## config.mk

```make
export PLATFORM = sky130hd
export DESIGN_NAME = grad_mag_dir
export DESIGN_NICKNAME = d
export VERILOG_FILES = /design/src/rtl/grad_pkg.sv /design/src/rtl/grad_pixel.sv /design/src/rtl/grad_mag_dir.sv
export SDC_FILE = /design/constraint.sdc
export NUM_CORES = 1
export LEC_CHECK = 0
export CORE_ASPECT_RATIO = 1.25
export CORE_MARGIN = 5
export CORE_UTILIZATION = 47
export CTS_CLUSTER_SIZE = 28
export DETAILED_ROUTE_END_ITERATION = 10
export HOLD_SLACK_MARGIN = 0.03
export PLACE_DENSITY = 0.77
export SKIP_CTS_REPAIR_TIMING = 1
export SLEW_MARGIN = 20
export SYNTH_ARGS = -nofsm -noshare
export SYNTH_HDL_FRONTEND = slang
export SYNTH_SLANG_ARGS = --single-unit
```

## constraint.sdc

```tcl
create_clock -name clk -period 7.34 [get_ports clk]
set_clock_uncertainty 0.2 [all_clocks]
set_input_delay 1.468 -clock clk [delete_from_list [all_inputs] [get_ports clk]]
set_output_delay 1.468 -clock clk [all_outputs]
set_load 0.01 [all_outputs]
```

## src/rtl/grad_pkg.sv

```systemverilog
// Shared types and constants for the gradient magnitude/direction stage.
package grad_pkg;

  typedef enum logic [1:0] {
    IDLE = 2'd0,
    CALC = 2'd1,
    DONE = 2'd2
  } stateType;

  // Quantized gradient directions
  localparam logic [1:0] DIR_0   = 2'd0;
  localparam logic [1:0] DIR_45  = 2'd1;
  localparam logic [1:0] DIR_90  = 2'd2;
  localparam logic [1:0] DIR_135 = 2'd3;

  // tan(22.5 deg) ~= TAN_NUM / 2^TAN_SHIFT = 53/128
  localparam int TAN_NUM_DEF   = 53;
  localparam int TAN_SHIFT_DEF = 7;

endpackage

```

## src/rtl/grad_pixel.sv

```systemverilog
// Combinational single-pixel unit: L1 gradient magnitude and 4-way
// direction quantization using a fixed-point tan(22.5 deg) threshold.
module grad_pixel
  import grad_pkg::*;
#(
  parameter int DATA_W    = 9,
  parameter int MAG_W     = 10,
  parameter int TAN_NUM   = TAN_NUM_DEF,
  parameter int TAN_SHIFT = TAN_SHIFT_DEF
) (
  input  logic signed [DATA_W-1:0] gx,
  input  logic signed [DATA_W-1:0] gy,
  output logic        [MAG_W-1:0]  mag,
  output logic        [1:0]        dir
);

  // Wide enough for |g| * TAN_NUM and |g| << TAN_SHIFT (TAN_NUM < 2^TAN_SHIFT)
  localparam int PW = DATA_W + TAN_SHIFT + 1;

  // Absolute value as an unsigned DATA_W result; the most negative input
  // maps to 2^(DATA_W-1), which still fits unsigned.
  function automatic logic [DATA_W-1:0] abs_val(input logic signed [DATA_W-1:0] v);
    logic [DATA_W-1:0] u;
    u = v;
    return v[DATA_W-1] ? (~u + DATA_W'(1)) : u;
  endfunction

  // Sum of two magnitudes, zero-extended into the output width
  function automatic logic [MAG_W-1:0] sum_mag(input logic [DATA_W-1:0] a,
                                               input logic [DATA_W-1:0] b);
    return MAG_W'(a) + MAG_W'(b);
  endfunction

  logic [DATA_W-1:0] ax;
  logic [DATA_W-1:0] ay;
  logic [PW-1:0]     ax_sh;
  logic [PW-1:0]     ay_sh;
  logic [PW-1:0]     ax_t;
  logic [PW-1:0]     ay_t;

  assign ax    = abs_val(gx);
  assign ay    = abs_val(gy);
  assign ax_sh = PW'(ax) << TAN_SHIFT;
  assign ay_sh = PW'(ay) << TAN_SHIFT;
  assign ax_t  = PW'(ax) * PW'(TAN_NUM);
  assign ay_t  = PW'(ay) * PW'(TAN_NUM);
  assign mag   = sum_mag(ax, ay);

  // Direction decision in priority order: near-horizontal, near-vertical,
  // then the diagonal picked by whether the gradient signs agree.
  always_comb begin
    dir = DIR_0;
    if (ay_sh <= ax_t)
      dir = DIR_0;
    else if (ay_t >= ax_sh)
      dir = DIR_90;
    else if (gx[DATA_W-1] == gy[DATA_W-1])
      dir = DIR_45;
    else
      dir = DIR_135;
  end

endmodule

```

## src/rtl/grad_mag_dir.sv

```systemverilog
// Gradient magnitude/direction stage after the Sobel filter. On a rising
// sobel_done it snapshots the 4x4 gx/gy tiles, then walks the 16 pixels
// one per cycle through a single shared grad_pixel unit.
module grad_mag_dir
  import grad_pkg::*;
#(
  parameter int DATA_W    = 9,
  parameter int MAG_W     = 10,
  parameter int TAN_NUM   = TAN_NUM_DEF,
  parameter int TAN_SHIFT = TAN_SHIFT_DEF
) (
  input  logic                              clk,
  input  logic                              n_rst,
  input  logic                              sobel_done,
  input  logic [3:0][3:0][DATA_W-1:0]       data_x,
  input  logic [3:0][3:0][DATA_W-1:0]       data_y,
  output logic [3:0][3:0][MAG_W-1:0]        grad_mag,
  output logic [3:0][3:0][1:0]              grad_dir,
  output logic                              grad_busy,
  output logic                              grad_done
);

  stateType                      state;
  logic [3:0]                    idx;
  logic                          sobel_done_q;
  logic [3:0][3:0][DATA_W-1:0]   gx_cap;
  logic [3:0][3:0][DATA_W-1:0]   gy_cap;
  logic                          start;
  logic signed [DATA_W-1:0]      pix_gx;
  logic signed [DATA_W-1:0]      pix_gy;
  logic [MAG_W-1:0]              pix_mag;
  logic [1:0]                    pix_dir;

  // Only a low-to-high transition of the level flag starts a tile
  assign start  = sobel_done & ~sobel_done_q;
  assign pix_gx = gx_cap[idx[3:2]][idx[1:0]];
  assign pix_gy = gy_cap[idx[3:2]][idx[1:0]];

  grad_pixel #(
    .DATA_W    (DATA_W),
    .MAG_W     (MAG_W),
    .TAN_NUM   (TAN_NUM),
    .TAN_SHIFT (TAN_SHIFT)
  ) u_pixel (
    .gx  (pix_gx),
    .gy  (pix_gy),
    .mag (pix_mag),
    .dir (pix_dir)
  );

  // Edge detector, tile capture, pixel sequencer and registered outputs
  always_ff @(posedge clk or negedge n_rst) begin
    if (!n_rst) begin
      state        <= IDLE;
      idx          <= '0;
      sobel_done_q <= 1'b0;
      gx_cap       <= '0;
      gy_cap       <= '0;
      grad_mag     <= '0;
      grad_dir     <= '0;
      grad_busy    <= 1'b0;
      grad_done    <= 1'b0;
    end else begin
      sobel_done_q <= sobel_done;
      case (state)
        IDLE: begin
          grad_done <= 1'b0;
          if (start) begin
            gx_cap    <= data_x;
            gy_cap    <= data_y;
            idx       <= '0;
            grad_busy <= 1'b1;
            state     <= CALC;
          end
        end
        CALC: begin
          grad_mag[idx[3:2]][idx[1:0]] <= pix_mag;
          grad_dir[idx[3:2]][idx[1:0]] <= pix_dir;
          idx <= idx + 4'd1;
          if (idx == 4'd15) begin
            grad_busy <= 1'b0;
            grad_done <= 1'b1;
            state     <= DONE;
          end
        end
        DONE: begin
          grad_done <= 1'b0;
          state     <= IDLE;
        end
        default: begin
          grad_busy <= 1'b0;
          grad_done <= 1'b0;
          state     <= IDLE;
        end
      endcase
    end
  end

endmodule

```

==> results.py <==
metrics = {
    "min_path": {
        "min_to": "gy_cap[64]",
        "hold_depth": 2,
        "hold_class": "flop to flop",
        "min_from": "gy_cap[64]",
    },
    "setup_path": {
        "critical_path.startpoint": "idx[3]",
        "crit_type": "flop to flop",
        "critical_path_arrival_ns": 7.64,
        "critPathCaptureType": "flop",
        "start_kind": "flop",
        "required_ns": 7.67,
        "r2r_slack_ns": 0.03,
        "r2r_cells": 33,
        "cp_slowest_stage_delay_ns": 0.55,
        "crit_slowest_cell": "fa_1",
        "worstReg2RegEnd": "grad_dir[3]",
        "r2r-start": "idx[3]",
        "cp_max_fo": 19,
    },
    "logic_synthesis": {
        "mappedNetlistArea_mm2": 0.0241,
        "synthFlopType": "dfrtp_1",
        "synth_cell_type_count": 70,
        "synthMuxAreaShare_pct": 10.3,
        "ys_seq_area_share_pct": 50.7,
        "synth-edff-count": 0,
        "synth-simple-area-share_pct": 19.3,
        "synthArstFlopShare_pct": 100,
        "synth_fa_ha_area_share_pct": 6.66,
        "synth_nets": 2901,
        "ys_ff_latch": 489,
        "ys_warn_count": 0,
        "synth_top_family_by_area": "simple AND/OR/NAND/NOR gates",
        "synth_area_per_cell_um2": 9.67,
        "synth_compound_area_share_pct": 7.24,
        "synth_cells": 2496,
        "synthXorXnorAreaFrac_pct": 2.03,
    },
    "final_layout": {
        "layout_commonest_cell": "nand2_1",
        "utilization_pct": 63.3,
        "finalNetCount": 3439,
        "final_cell_mix": "nand2_1, dfrtp_1, clkdlybuf4s50_1",
        "drive_gt1_share_pct": 13.5,
        "fillCellCount": 4056,
        "synthToLayoutAreaGrowth_pct": 34.2,
    },
    "place": {
        "port_buffers": 484,
        "pre_cts_ws_ns": -0.751,
        "dp_hpwl_um": 56200,
        "gp_congestion": 0.893,
    },
    "run": {
        "maxCapViolations": 0,
    },
    "clocking": {
        "cts_root_buffer": "clkbuf_16",
        "cts_tree": "built",
        "clk_pin_slew_ns": 0.07,
        "numCtsBuffers": 47,
        "htree_levels": 2,
        "clock-sinks": 489,
        "clk_latency_ns": 0.60,
        "clk_path_buf_depth": 3,
    },
    "sta": {
        "drv_slew": 0,
        "setup_ws_ns": 0.0301,
        "hold_viol_final": 0,
        "fmax_ghz": 0.137,
        "relSlewSlack_pct": 24.2,
        "fin_crit_sh_pct": 99.6,
        "layout_min_cycle_time_ns": 7.31,
        "setup_viol_count_final": 0,
        "rsz0062_at_grt": "yes",
        "worst_pin_slew_ns": 1.13,
    },
    "floorplanning": {
        "io_pins": 485,
        "fp.dieH_um": 263,
        "dieArea_mm2": 0.0560,
        "die_w_um": 213,
        "rows": 93,
        "initial_utilization_pct": 47.2,
        "core_region_area_mm2": 0.0512,
    },
    "drt": {
        "drt_wl_total_um": 75000,
        "final_antenna_net_count": 0,
        "viasPerCell": 5.40,
        "dr.first_iter.drc_count": 1680,
        "avgRoutedWirePerCell_um": 20.1,
        "remaining_drc_errors": 0,
        "dr.pass1.iters": 7,
        "vias": 20200,
    },
    "global_route": {
        "grt_pass1_vias": 21000,
        "gr-usage-all-layers_pct": 26.3,
        "overflow": 0,
        "antenna_found_initial": 2,
        "grt_max_degree": 199,
        "grt_pass1_wl_um": 116000,
    },
    "status": {
        "status": "finished clean",
    },
}
synth_stat cells (3+ instances only):
library cell  count  area share [%]
xor2_1           10            0.36
nand3_1          25            0.52
a22o_1            3            0.11
nor2b_1          13            0.34
fa_1             23             1.9
nor4_1            3           0.078
nor3_1            8            0.17
mux2i_1          20            0.83
buf_6            10            0.47
o21ai_1          12            0.25
o21a_1            9            0.28
mux2_2           47             2.2
buf_1            19            0.30
a21o_1           24            0.75
a22oi_1          11            0.34
o211ai_1          4            0.12
o311ai_1         17            0.62
nand4_1           3           0.078
mux4_2           74             6.9
xnor2_4           3            0.34
buf_2            15            0.31
clkbuf_1         89             1.4
xnor2_1          29             1.1
nand2_1        1084              17
dfrtp_1         489              51
ha_1             91             4.7
o31a_1            4            0.15
a21oi_1          37            0.77
o21ai_0         136             2.8
inv_1            76             1.2
nand2b_1          8            0.21
o21bai_1          5            0.16
inv_2             4           0.062
nor2_1           39            0.61
o221ai_1          3            0.11
mux2_4            6            0.37
through the flow:
stage / area, um^2 / setup TNS (ns) / cells / hold WS, ns
global route: 32400 / -8.89 / 3740 / 0.288
CTS: 32000 / -21.49 / 3731 / 0.272
detailed placement: 30400 / -20.98 / 3643 / 0.258
floorplan: 24200 / 0 / 2496 / 0.240
finish: 32400 / 0 / 3740 / 0.266
global placement: 30400 / -12.36 / 3643 / 0.254
critical path: cells and delay by family (launching register included):
kind                     cells  cell delay [ns]
AO/OA/AOI/OAI                8             1.59
buffers and inverters       12             1.52
adder cells (fa/ha/maj)      5             2.01
flip-flops                   1             0.43
AND/OR/NAND/NOR              2             0.16
multiplexers                 4             0.99
XOR/XNOR                     2             0.31
how the worst max path moves through the flow:
stage	to	slack (ns)	depth (start not counted)
after global placement	grad_dir[30]	-0.39	31
after floorplan	grad_dir[13]	0.02	32
final	grad_dir[3]	0.03	33
after global routing	grad_dir[6]	-0.30	34
after CTS	grad_dir[24]	-0.76	27
after detailed placement	grad_dir[24]	-0.75	27
routing by layer:
layer	vias to the layer above	global-route usage, %	share of wire, %
li1	9270	-	-
met2	799	45.4	51
met5	-	0	0
met3	199	3.67	5.8
met4	0	13.4	5.9
met1	9921	32.2	37
kinds of logic (layout without fill, tap and decap cells):
group / after synthesis / after routing
AND/OR/NAND/NOR: 1199 / 1199
flip-flops: 489 / 489
AO/OA/AOI/OAI: 284 / 284
buffers and inverters: 216 / 793
multiplexers: 147 / 147
adder cells (fa/ha/maj): 115 / 115
XOR/XNOR: 46 / 46
other: 0 / 2
state kept, by name, summed over array words and instances, names as in the netlist:
register,cells
grad_busy,1
sobel_done_q,1
gx_cap,144
grad_dir,32
grad_done,1
state,2
grad_mag,160
gy_cap,144
idx,4
layout make-up:
type	instances	area [um^2]	area share, %
flip-flops and latches	489	12200	37.8
multi-input cells	1791	11300	34.9
repair buffers	623	6080	18.8
clock buffers	65	1370	4.22
well taps	665	832	2.57
inverters	82	310	0.957
clock inverters	23	273	0.842
diodes	2	5.00	0.0154
Power is left out: the tool's default activity adds up to more than one toggle a clock period on the data nets, which glitch-free logic cannot reach.
